===== src/rtl/shift_seq_ctrl.sv =====
// Multi-cycle shift/rotate controller for the SimpleALU shift path.
// It accepts one op per handshake, shifts one bit per clock and holds the result until it is taken.
module shift_seq_ctrl #(
  parameter int unsigned WIDTH = 8
) (
  input  logic             clk_i,
  input  logic             rst_ni,
  input  logic             in_valid_i,
  output logic             in_ready_o,
  input  logic [1:0]       op_i,
  input  logic [WIDTH-1:0] a_i,
  input  logic [WIDTH-1:0] b_i,
  input  logic             flush_i,
  output logic             out_valid_o,
  input  logic             out_ready_i,
  output logic [WIDTH-1:0] result_o,
  output logic             busy_o
);

  localparam int unsigned CNT_W = $clog2(WIDTH + 1);
  localparam int unsigned LOG_W = $clog2(WIDTH);

  localparam logic [1:0] OpSll = 2'b00;
  localparam logic [1:0] OpSrl = 2'b01;
  localparam logic [1:0] OpRol = 2'b10;
  localparam logic [1:0] OpRor = 2'b11;

  typedef enum logic [1:0] {
    StIdle  = 2'b00,
    StShift = 2'b01,
    StDone  = 2'b10
  } state_e;

  state_e           state_q;
  logic [WIDTH-1:0] shreg_q;
  logic [CNT_W-1:0] cnt_q;
  logic [1:0]       op_q;
  logic             out_valid_q;
  logic             busy_q;

  logic [WIDTH-1:0] shreg_step;
  logic [CNT_W-1:0] steps_req;
  logic             accept;

  assign accept = in_valid_i && (state_q == StIdle);

  // Linear shifts saturate at WIDTH steps (result all zeros); rotates wrap modulo WIDTH.
  always_comb begin
    steps_req = '0;
    if (op_i == OpRol || op_i == OpRor) begin
      steps_req = CNT_W'(b_i[LOG_W-1:0]);
    end else if (b_i >= WIDTH'(WIDTH)) begin
      steps_req = CNT_W'(WIDTH);
    end else begin
      steps_req = CNT_W'(b_i);
    end
  end

  always_comb begin
    shreg_step = shreg_q;
    unique case (op_q)
      OpSll:   shreg_step = {shreg_q[WIDTH-2:0], 1'b0};
      OpSrl:   shreg_step = {1'b0, shreg_q[WIDTH-1:1]};
      OpRol:   shreg_step = {shreg_q[WIDTH-2:0], shreg_q[WIDTH-1]};
      OpRor:   shreg_step = {shreg_q[0], shreg_q[WIDTH-1:1]};
      default: shreg_step = shreg_q;
    endcase
  end

  always_ff @(posedge clk_i or negedge rst_ni) begin
    if (!rst_ni) begin
      state_q     <= StIdle;
      shreg_q     <= '0;
      cnt_q       <= '0;
      op_q        <= OpSll;
      out_valid_q <= 1'b0;
      busy_q      <= 1'b0;
    end else if (flush_i) begin
      // Abort drops the op but leaves the last result visible.
      state_q     <= StIdle;
      cnt_q       <= '0;
      out_valid_q <= 1'b0;
      busy_q      <= 1'b0;
    end else begin
      unique case (state_q)
        StIdle: begin
          if (accept) begin
            shreg_q <= a_i;
            op_q    <= op_i;
            cnt_q   <= steps_req;
            busy_q  <= 1'b1;
            if (steps_req == '0) begin
              state_q     <= StDone;
              out_valid_q <= 1'b1;
            end else begin
              state_q <= StShift;
            end
          end
        end
        StShift: begin
          shreg_q <= shreg_step;
          cnt_q   <= cnt_q - CNT_W'(1);
          if (cnt_q == CNT_W'(1)) begin
            state_q     <= StDone;
            out_valid_q <= 1'b1;
          end
        end
        StDone: begin
          if (out_ready_i) begin
            state_q     <= StIdle;
            out_valid_q <= 1'b0;
            busy_q      <= 1'b0;
          end
        end
        default: begin
          state_q     <= StIdle;
          out_valid_q <= 1'b0;
          busy_q      <= 1'b0;
        end
      endcase
    end
  end

  assign in_ready_o  = (state_q == StIdle);
  assign out_valid_o = out_valid_q;
  assign busy_o      = busy_q;
  assign result_o    = shreg_q;

endmodule

===== config.mk =====
export PLATFORM = sky130hd
export DESIGN_NAME = shift_seq_ctrl
export DESIGN_NICKNAME = d
export VERILOG_FILES = /design/src/rtl/shift_seq_ctrl.sv
export SDC_FILE = /design/constraint.sdc
export NUM_CORES = 1
export LEC_CHECK = 0
export ABC_AREA = 1
export BUFFER_PORTS_ARGS = -buffer_cell sky130_fd_sc_hd__buf_2
export CAP_MARGIN = 40
export CORE_AREA = 2 2 53 55
export CTS_CLUSTER_SIZE = 10
export DETAILED_ROUTE_END_ITERATION = 10
export DIE_AREA = 0 0 55 57
export MAX_ROUTING_LAYER = met4
export PLACE_DENSITY = 0.75
export SLEW_MARGIN = 25
export SYNTH_ARGS = -nofsm -noshare
export SYNTH_HDL_FRONTEND = slang
export SYNTH_SLANG_ARGS = --single-unit
export TNS_END_PERCENT = 100

===== constraint.sdc =====
create_clock -name clk_i -period 2.9 [get_ports clk_i]
set_clock_uncertainty 0.1 [all_clocks]
set_input_delay 0.145 -clock clk_i [delete_from_list [all_inputs] [get_ports clk_i]]
set_output_delay 0.145 -clock clk_i [all_outputs]
set_load 0.05 [all_outputs]

# Word-level counts from Yosys, hierarchy flattened
# Cells that the tools add are included.
[word_totals]
inputBits = 23
output_inout_bits = 11
ff_bits = 18
elab_cells = 59
[op_classes]
bitwise_logic = 1
n_eq_ne = 14
magnitude_cmp = 1
mux = 23
reduce_logical = 13
n_addsub = 1
[op_table]
columns = ["cell", "count"]
rows = [
  ["8-bit case mux with 4 select lines", 1],
  ["4-bit two-way mux", 4],
  ["8-bit case mux with 2 select lines", 1],
  ["3-bit AND reduction", 4],
  ["2-bit equality test (second input constant)", 5],
  ["2-bit two-way mux", 5],
  ["8-bit by 4-bit >= comparator with 1-bit output (second input constant)", 1],
  ["8-bit two-way mux", 1],
  ["4-bit case mux with 2 select lines", 1],
  ["1-bit two-way mux", 7],
  ["3-bit by 1-bit inequality test with 1-bit output (second input constant)", 2],
  ["3-bit inequality test (second input constant)", 2],
  ["1-bit case mux with 3 select lines", 2],
  ["2-bit case mux with 3 select lines", 1],
  ["2-bit by 1-bit equality test with 1-bit output (second input constant)", 2],
  ["4-bit by 1-bit equality test with 1-bit output (second input constant)", 1],
  ["2-bit logical NOT", 2],
  ["4-bit logical NOT", 1],
  ["4-bit AND reduction", 1],
  ["4-bit by 1-bit subtractor with 4-bit output (second input constant)", 1],
  ["3-bit nonzero test", 1],
  ["2-bit by 1-bit inequality test with 1-bit output (second input constant)", 1],
  ["2-bit inequality test (second input constant)", 1],
  ["2-bit AND reduction", 1],
  ["4 further kinds", 4],
]

# Logic depth before layout (Yosys ltp)
# Gate-level depths: netlist of run 1.
[depth]
word_depth = 8
mapped_depth = 9

# Least setup slack after synthesis of run 1
# OpenSTA, ideal clock, no wires.
[synth_timing]
path_kind = "reg2reg"
from = "register state_q[1]"
to = "register out_valid_q, in the netlist out_valid_o"
slack_ns = 1.256
stages_incl_launch_ff = 7
arrival_ns = 1.425
n_path_buf = 0
cell_sequence = "dfrtp_1 > nor2_2 > nand3_2 > nand3_1 > nand2_2 > nand3_1 > nand2_1"
[synth_via]
elab_chain_cells = 4
[synth_rtl]
columns = ["element", "line_no", "text"]
rows = [
  ["start: declaration", "34", "state_e state_q;"],
  ["start signal: assignment", "72", "state_q <= StIdle;"],
  ["start signal: assignment", "80", "state_q <= StIdle;"],
  ["start signal: assignment", "93", "state_q <= StDone;"],
  ["2-bit logical NOT *", "n/a", ""],
  ["net in_ready_o", "9", "output logic in_ready_o,"],
  ["1-bit logical AND", "45", "assign accept = in_valid_i && (state_q == StIdle);"],
  ["3-bit by 1-bit inequality test with 1-bit output (no line)", "n/a", ""],
  ["4-bit AND reduction (no line)", "n/a", ""],
  ["end signal: assignment", "76", "out_valid_q <= 1'b0;"],
  ["end signal: assignment", "82", "out_valid_q <= 1'b0;"],
  ["end signal: assignment", "94", "out_valid_q <= 1'b1;"],
  ["end: declaration", "38", "logic out_valid_q;"],
]
# Mark *: on every way through the listed nets, which the timed path passes. The rest lies on a longest branch.
# A chain may end at the register's enable or synchronous reset.

# Worst setup path in the final report of run 1
[layout_timing]
from = "register state_q[1]"
to = "register shreg_q[4], in the netlist result_o[4]"
[layout_via]
elab_chain_cells = 4
[layout_rtl]
columns = ["element", "line_no", "text"]
rows = [
  ["2-bit logical NOT", "45, 85", ""],
  ["1-bit logical AND", "45", ""],
  ["2-bit by 1-bit inequality test with 1-bit output (no line)", "n/a", ""],
  ["3-bit AND reduction (no line)", "n/a", ""],
  ["end signal: assignment", "88", "shreg_q <= a_i;"],
  ["end signal: assignment", "101", "shreg_q <= shreg_step;"],
  ["end: declaration", "35", "logic [WIDTH-1:0] shreg_q;"],
]
# Parallel ways exist; a longest one is shown, timed or not.

==> results of run 1 <==
kinds of logic (layout without fill, tap and decap cells):
family,Yosys count,after routing,synth area share
fa+ha+maj,2,2,0.0230
flops,18,18,0.414
compound gates,38,38,0.205
simple gates,65,65,0.262
buf+inv,21,53,0.0955
sequential cells by signal (all words and copies together), names as in the netlist:
signal       cells
busy_o           1
cnt_q            4
op_q             2
out_valid_o      1
result_o         8
state_q          2
path summary, 6_finish.rpt:
kind                               end  slack [ps]  cells past startpoint
hold / removal             result_o[3]           8                      3
min in group asynchronous  result_o[2]         210                      2
max in group asynchronous  out_valid_o        2200                      2
setup reg to reg           result_o[4]        1370                      5
hold reg to reg                 busy_o         380                      2
setup / recovery           result_o[4]        1370                      5
synth_stat cells, types with 3 or more instances:
master / n / share of area
nand2_2: 4 / 0.023
inv_1: 14 / 0.048
nor2_1: 18 / 0.062
a31oi_1: 8 / 0.046
dfrtp_1: 18 / 0.41
a21oi_1: 11 / 0.051
o21ai_0: 11 / 0.051
nand2_1: 32 / 0.11
nand3_1: 6 / 0.028
o21ai_1: 4 / 0.018
buf_6: 3 / 0.031
worst register-to-register path, stage by stage, from the launching register on:
cell	delay (ps)
dfrtp_1	470
inv_2	110
nand2_2	80
a21oi_4	420
nor2_1	80
a31oi_1	180
metal layers:
layer	wire length (µm)	share of wire
met5	0	0
met2	1190	0.50
met3	132	0.056
met4	8	0.0034
met1	1030	0.44
power groups by stage:
stage               logic (mW)  clock network (mW)  registers, mW
floorplan                0.509                   0          0.684
global placement         0.853                   0          0.473
detailed placement       0.873                   0          0.482
CTS                      0.876               0.124          0.478
global route             0.966               0.134          0.498
finish                   0.872               0.120          0.479
cell type report:
cell class                 count  area (µm²)
clock buffer                   3        22.5
fill                         274        1340
inverter                      16        60.1
multi-input combinational    105         533
sequential                    18         450
tap                           31        38.8
timing repair buffer          34         175
timing repair:
| item | CTS | global route |
|---|---|---|
| setup buffers | 0 | 0 |
| hold endpoints to repair | 18 | 0 |
| hold buffers | 1 | 0 |
==> results.yml, run 1 <==
cells_and_area:
  final_common_cell: "buf_2"
  n_antenna_cell: 0
  fin_util: 0.489
  final_cells: 207
  final_cell_mix: "33 x buf_2, 32 x nand2_1, 18 x nor2_1, 18 x dfrtp_1, 14 x inv_1"
  drive_gt1_frac: 0.284
  design_area_um2: 1280
  nets: 203
  syn_to_final_growth_pct: 17.7
floorplanning:
  rows: 19
  die_h_um: 57
  initial_core_util: 0.416
  core_region_area_um2: 2620
  dieArea_um2: 3140
  io_pins: 34
  dieWidth_um: 55
synthesis:
  syn-num-nets: 169
  yosysWarnings: 0
  synth_edf_count: 0
  ys_ff_latch: 18
  async_flop_share: 1.00
  syn-cell-area_um2: 1090
  ys.flop_type: "dfrtp_1"
  synth.avg_cell_area_um2: 7.55
  ys_types: 21
  synthCells: 144
  yosysSeqAreaShare: 0.414
setup_path:
  arrival_ps: 1630
  cp-end-kind: "flip-flop"
  cpPeakStageDelay_ps: 470
  cp.required_ps: 3000
  r2r-start: "state_q[1]"
  critical_path.startpoint_type: "flip-flop"
  path_max_fanout: 20
  slowest_stage: "dfrtp_1"
  crit_buf_inv: 1
  critPathKind: "flip-flop to flip-flop"
  crit_start: "state_q[1]"
  cp_cell_sequence: "inv_2, nand2_2, a21oi_4, nor2_1, a31oi_1"
  cp_top_family: "compound AO/OA/AOI/OAI gates"
sta:
  setup_tns_ps: 0
  min_period_ps: 1530
  hold_viol: 0
  slew_headroom: 0.666
  setup_viol: 0
  holdWs_ps: 7.56
  setup_ws_ps: 1370
  finalCritPeriodShare: 0.528
  worst_slew_pin_slew_ps: 500
  rsz0062_at_grt: "no"
  finalMaxSlewViolations: 0
  fmax_ghz: 0.653
clock_tree:
  clk_pin_slew_ps: 100
  cts_resized: 0
  clock_path_buffers: 2
  cts_sinks: 18
  cts_tree: "built"
  clk_latency_ps: 280
  htreeDepth: 1
  numCtsBuffers: 3
  clockRootBuffer: "clkbuf_4"
power_and_ir_drop:
  seqPwrFrac: 0.326
  power.density_nw_per_um2: 1150
  swShare: 0.555
  power.total_mw: 1.47
  p_int_mw: 0.655
  p_comb_frac: 0.593
  clockPowerShare: 0.082
  p_leak_nw: 0.666
  peakVddDrop_mv: 0.680
  p_sw_mw: 0.816
grt:
  grt_pass1_vias: 940
  gr-max-usage-layer: "met2"
  grt_pass1_wl_um: 3800
  grt_util_met3: 0.0236
  overflow: 0
  grt_max_degree: 21
  grt_usage: 0.167
  grt_use_met2: 0.269
  antenna_found_initial: 0
  grt_use_met1: 0.210
min_path:
  holdCritPathClass: "input port to flip-flop"
  hold_start: "a_i[3]"
place:
  placedCellCount: 203
  dp_hpwl_um: 1850
  place.port_buffers: 33
  globalplace.congestion: 0.797
  placed_cell_area_um2: 1250
  dp_worst_setup_slack_ps: 1390
job:
  max_cap_violations: 0
drt:
  via_per_inst: 5.04
  ant_nets: 0
  first_pass_iters: 4
  drtIter0Drc: 15
  drc: 0
  drt-wirelength-per-cell_um: 11.4
  vias: 1044
  totalWireLength_um: 2360
outcome:
  status: "finished clean"
Power figures use the tool's default switching activity.
==> run 2, diff against run 1 <==
Settings changed: ABC_AREA 1 to 0, PLACE_DENSITY 0.75 to 0.77.
Clock period 2.9 ns to 1.4 ns, I/O delays scaled along.
==> results.yml, run 2 <==
synthesis:
  synth_edf_count: 0
  yosysWarnings: 0
  ys_ff_latch: 18
  syn-num-nets: 139
  synth.most_common_cell: "dfrtp_1"
  yosysSeqAreaShare: 0.417
  synth_top_area_cell: "dfrtp_1"
  ys_types: 31
  synth.avg_cell_area_um2: 9.48
  ys.flop_type: "dfrtp_1"
  yosysTopAreaCellShare: 0.417
  synth_area_leaders: "dfrtp_1 42%, mux2i_1 6.5%, a21oi_1 6.0%"
  syn-cell-area_um2: 1080
  synthTopCellsByCount: "18 x dfrtp_1, 16 x nor2_1, 13 x a21oi_1"
  synthCells: 114
  async_flop_share: 1.00
grt:
  grt_usage: 0.200
  grt_use_met1: 0.226
  antenna_found_initial: 0
  grt_use_met2: 0.355
  overflow: 0
  grt_util_met3: 0.0236
  grt_max_degree: 19
  gr-max-usage-layer: "met2"
  grt_pass1_wl_um: 4460
  grt_pass1_vias: 1073
setup_path:
  critical_path.startpoint_type: "flip-flop"
  critPathKind: "flip-flop to flip-flop"
  cp.required_ps: 1490
  arrival_ps: 1560
  cp-end-kind: "flip-flop"
  r2r-start: "cnt_q[0]"
  path_max_fanout: 4
  crit_start: "cnt_q[0]"
  r2r_slack_ps: -80
drt:
  drtIter0Drc: 17
  drc: 0
  vias: 1075
  totalWireLength_um: 2910
  ant_nets: 0
  first_pass_iters: 5
  drt-wirelength-per-cell_um: 14.3
  via_per_inst: 5.30
floorplanning:
  dieWidth_um: 55
  rows: 19
  die_h_um: 57
  initial_core_util: 0.413
  dieArea_um2: 3140
  io_pins: 34
  core_region_area_um2: 2620
sta:
  fmax_ghz: 0.678
  worst_slew_pin_slew_ps: 519
  setup_ws_ps: -75.3
  min_period_ps: 1480
  finalCritPeriodShare: 1.05
  finalMaxSlewViolations: 0
  slew_headroom: 0.654
  rsz0062_at_grt: "yes"
  setup_viol: 6
  hold_viol: 0
cells_and_area:
  nets: 199
  largest_reg_flops: 8
  n_antenna_cell: 0
  syn_to_final_growth_pct: 51.3
  final_cell_mix: "32 x buf_2, 15 x dfrtp_1, 15 x dlygate4sd3_1"
  fin_util: 0.625
  drive_gt1_frac: 0.436
  fill_cells: 245
  final_common_cell: "buf_2"
place:
  globalplace.congestion: 0.850
  dp_worst_setup_slack_ps: -62.8
  place.port_buffers: 33
  dp_hpwl_um: 1950
power_and_ir_drop:
  p_leak_nw: 0.747
  p_int_mw: 1.89
  p_sw_mw: 1.78
  seqPwrFrac: 0.296
  p_comb_frac: 0.633
  clockPowerShare: 0.071
  power.total_mw: 3.67
  swShare: 0.485
  power.density_nw_per_um2: 2240
  peakVddDrop_mv: 1.53
clock_tree:
  clk_latency_ps: 290
  clk_pin_slew_ps: 100
  cts_tree: "built"
  clock_path_buffers: 2
  clockRootBuffer: "clkbuf_4"
  numCtsBuffers: 3
  cts_sinks: 18
  htreeDepth: 1
min_path:
  hold_start: "in_valid_i"
  holdCritPathClass: "input port to flip-flop"
outcome:
  violations: "setup timing"
  status: "finished with violations"
job:
  max_cap_violations: 0
==> run 2: cell type report <==
class	count	area [µm²]	share of cell area
clock buffers	3	22.5	0.0138
inverters	2	7.51	0.00459
multi-input cells	87	634	0.388
flip-flops and latches	18	454	0.278
well taps	31	38.8	0.0237
repair buffers	62	478	0.292
==> run 2: worst max-delay path, stage by stage, from the launching register on <==
cell and delay [ps]:
dfrtp_2 460, ha_4 170, nor3b_4 140, nand2b_4 140, buf_4 130, a21oi_2 150
a21oi_2 70
==> run 2: stage by stage <==
stage / std cells / hold slack [ps] / instance area [µm²] / setup TNS [ps]
2_1_floorplan: 114 / -326 / 1090 / 0
3_3_place_gp: 181 / -81.6 / 1310 / 0
3_5_place_dp: 181 / -74.5 / 1310 / -155
4_1_cts: 200 / 1.63 / 1500 / -5.55
5_1_grt: 203 / 49.7 / 1640 / -746
6_report: 203 / 25.5 / 1640 / -248
==> run 2: layer usage <==
layer	routed length, µm	vias to the layer above	share of wire
li1	-	521	-
met1	1150	513	0.39
met2	1600	39	0.55
met3	136	2	0.047
met4	29	0	0.010
met5	0	-	0
==> run 2: worst paths after layout <==
check / endpoint / cells after the start
setup reg to reg: out_valid_o / 6
hold reg to reg: busy_o / 2
hold / removal: busy_o / 3
max in group asynchronous: cnt_q[0] / 2
setup / recovery: out_valid_o / 6
min in group asynchronous: result_o[7] / 2
==> run 2: timing repair <==
item	in CTS	in global routing
pin swaps	2	10
resized for setup	8	27
hold buffers	15	0
buffers inserted	1	3
endpoints found under the setup margin	9	17
endpoints found under the hold margin	32	0
==> run 2: kinds of logic (layout without fill, tap and decap cells) <==
logic type | Yosys count | after routing | share of synthesized area
compound gates | 34 | 34 | 0.190
mux | 9 | 9 | 0.0926
fa+ha+maj | 2 | 2 | 0.0231
xor+xnor | 1 | 1 | 0.00810
buf+inv | 9 | 67 | 0.0741
flops | 18 | 18 | 0.417
simple gates | 41 | 41 | 0.196
==> run 2: power by group through the flow <==
stage / logic, mW / registers [mW] / clock network [mW]
after detailed placement: 1.92 / 1.04 / 0
after global placement: 1.85 / 1.02 / 0
after CTS: 2.01 / 1.04 / 0.266
after floorplan: 1.13 / 1.35 / 0
after global routing: 2.50 / 1.12 / 0.291
final: 2.32 / 1.09 / 0.260
==> run 3, diff against run 2 <==
Settings changed: CORE_AREA 2 2 53 55 to 4 4 55 57, DIE_AREA 0 0 55 57 to 0 0 59 61.
==> results.yml, run 3 (synthesized netlist as in run 2, its figures left out) <==
outcome:
  status: "finished with violations"
  violations: "setup timing"
drt:
  drt-wirelength-per-cell_um: 14.1
  first_pass_iters: 4
  vias: 1021
  ant_nets: 0
  drc: 0
  via_per_inst: 5.11
  drtIter0Drc: 49
  totalWireLength_um: 2830
cells_and_area:
  drive_gt1_frac: 0.365
  nets: 196
  final_cell_mix: "32 x buf_2, 16 x dfrtp_1, 15 x dlygate4sd3_1, 13 x nor2_1, 13 x a21oi_1"
  largest_reg_flops: 8
  final_common_cell: "buf_2"
  n_antenna_cell: 0
  syn_to_final_growth_pct: 43.3
  fin_util: 0.625
grt:
  grt_usage: 0.175
  grt_use_met2: 0.304
  grt_pass1_vias: 1069
  grt_pass1_wl_um: 4580
  antenna_found_initial: 0
  overflow: 0
  grt_max_degree: 19
  grt_util_met3: 0.0340
  grt_use_met1: 0.199
  gr-max-usage-layer: "met2"
power_and_ir_drop:
  p_int_mw: 1.81
  power.total_mw: 3.47
  power.density_nw_per_um2: 2240
  clockPowerShare: 0.093
  p_leak_nw: 0.731
  peakVddDrop_mv: 1.65
  p_sw_mw: 1.66
  swShare: 0.479
  seqPwrFrac: 0.302
  p_comb_frac: 0.604
clock_tree:
  clk_latency_ps: 290
  htreeDepth: 1
  clockRootBuffer: "clkbuf_4"
  cts_tree: "built"
  clock_path_buffers: 2
  clk_pin_slew_ps: 110
  numCtsBuffers: 3
  cts_sinks: 18
setup_path:
  slowest_stage: "dfrtp_1"
  cp-end-kind: "flip-flop"
  cpPeakStageDelay_ps: 420
  critPathKind: "flip-flop to flip-flop"
  cp_cell_sequence: "buf_6, nor2b_4, nor3_2, a221o_1"
  arrival_ps: 1510
  critical_path.startpoint_type: "flip-flop"
  path_max_fanout: 7
  cp.required_ps: 1490
sta:
  fmax_ghz: 0.701
  setup_ws_ps: -26.4
  hold_viol: 0
  setup_viol: 5
  holdWs_ps: 37.3
  rsz0062_at_grt: "yes"
  worst_slew_pin_slew_ps: 423
  slew_headroom: 0.718
  finalCritPeriodShare: 1.02
  min_period_ps: 1430
  finalMaxSlewViolations: 0
  setup_tns_ps: -93.8
floorplanning:
  io_pins: 34
  die_h_um: 61
  dieWidth_um: 59
  rows: 18
  core_region_area_um2: 2480
  dieArea_um2: 3600
  initial_core_util: 0.436
place:
  dp_hpwl_um: 2000
  globalplace.congestion: 0.891
  place.port_buffers: 33
job:
  max_cap_violations: 0
min_path:
  holdCritPathClass: "input port to flip-flop"
-- run 3: timing repair --
item / in CTS / in global routing
hold buffers: 15 / 0
pin swaps: 1 / 2
hold endpoints to repair: 32 / 0
endpoints found under the setup margin: 8 / 17
buffers inserted: 0 / 2
resized for setup: 4 / 13
-- run 3: routing by layer --
metal | wire length [µm] | up-vias | part of all wire
met1 | 1200 | 468 | 0.42
met5 | 0 | - | 0
li1 | - | 513 | -
met2 | 1400 | 38 | 0.50
met4 | 12 | 0 | 0.0042
met3 | 209 | 2 | 0.074
-- run 3: final cells by class --
| type | count | area [µm²] |
|---|---|---|
| fillers | 219 | 928 |
| multi-input cells | 87 | 576 |
| flip-flops and latches | 18 | 453 |
| repair buffers | 59 | 439 |
| well taps | 30 | 37.5 |
| clock buffers | 4 | 36.3 |
| inverters | 2 | 7.51 |
-- run 3: worst paths after layout --
kind	startpoint	end	slack (ps)	depth (start not counted)
max reg2reg	state_q[1]	cnt_q[0]	-30	4
max	state_q[1]	cnt_q[0]	-30	4
min in group asynchronous	rst_ni	result_o[6]	130	2
min	in_valid_i	busy_o	40	3
min reg2reg	result_o[2]	result_o[2]	450	2
max in group asynchronous	rst_ni	state_q[0]	750	2
-- run 3: power by group through the flow --
stage | registers [mW] | clock network (mW) | logic (mW)
6_report | 1.05 | 0.325 | 2.10
5_1_grt | 1.10 | 0.366 | 2.26
4_1_cts | 1.04 | 0.338 | 1.95
3_5_place_dp | 1.04 | 0 | 1.89
3_3_place_gp | 1.02 | 0 | 1.84
2_1_floorplan | 1.35 | 0 | 1.13
-- run 3: worst max-delay path: cells and delay by family, from the launching register on --
| kind | cells | cell delay (ps) |
|---|---|---|
| compound gates | 1 | 360 |
| buf+inv | 1 | 150 |
| flops | 1 | 420 |
| simple gates | 2 | 290 |
-- run 3: per-stage QoR --
stage / area, µm² / setup slack [ps] / cells
final: 1550 / -26.4 / 200
after global routing: 1550 / -106 / 200
after CTS: 1500 / -12.1 / 198
after detailed placement: 1300 / -43.1 / 179
after global placement: 1300 / 16.4 / 179
after floorplan: 1090 / 16.1 / 114
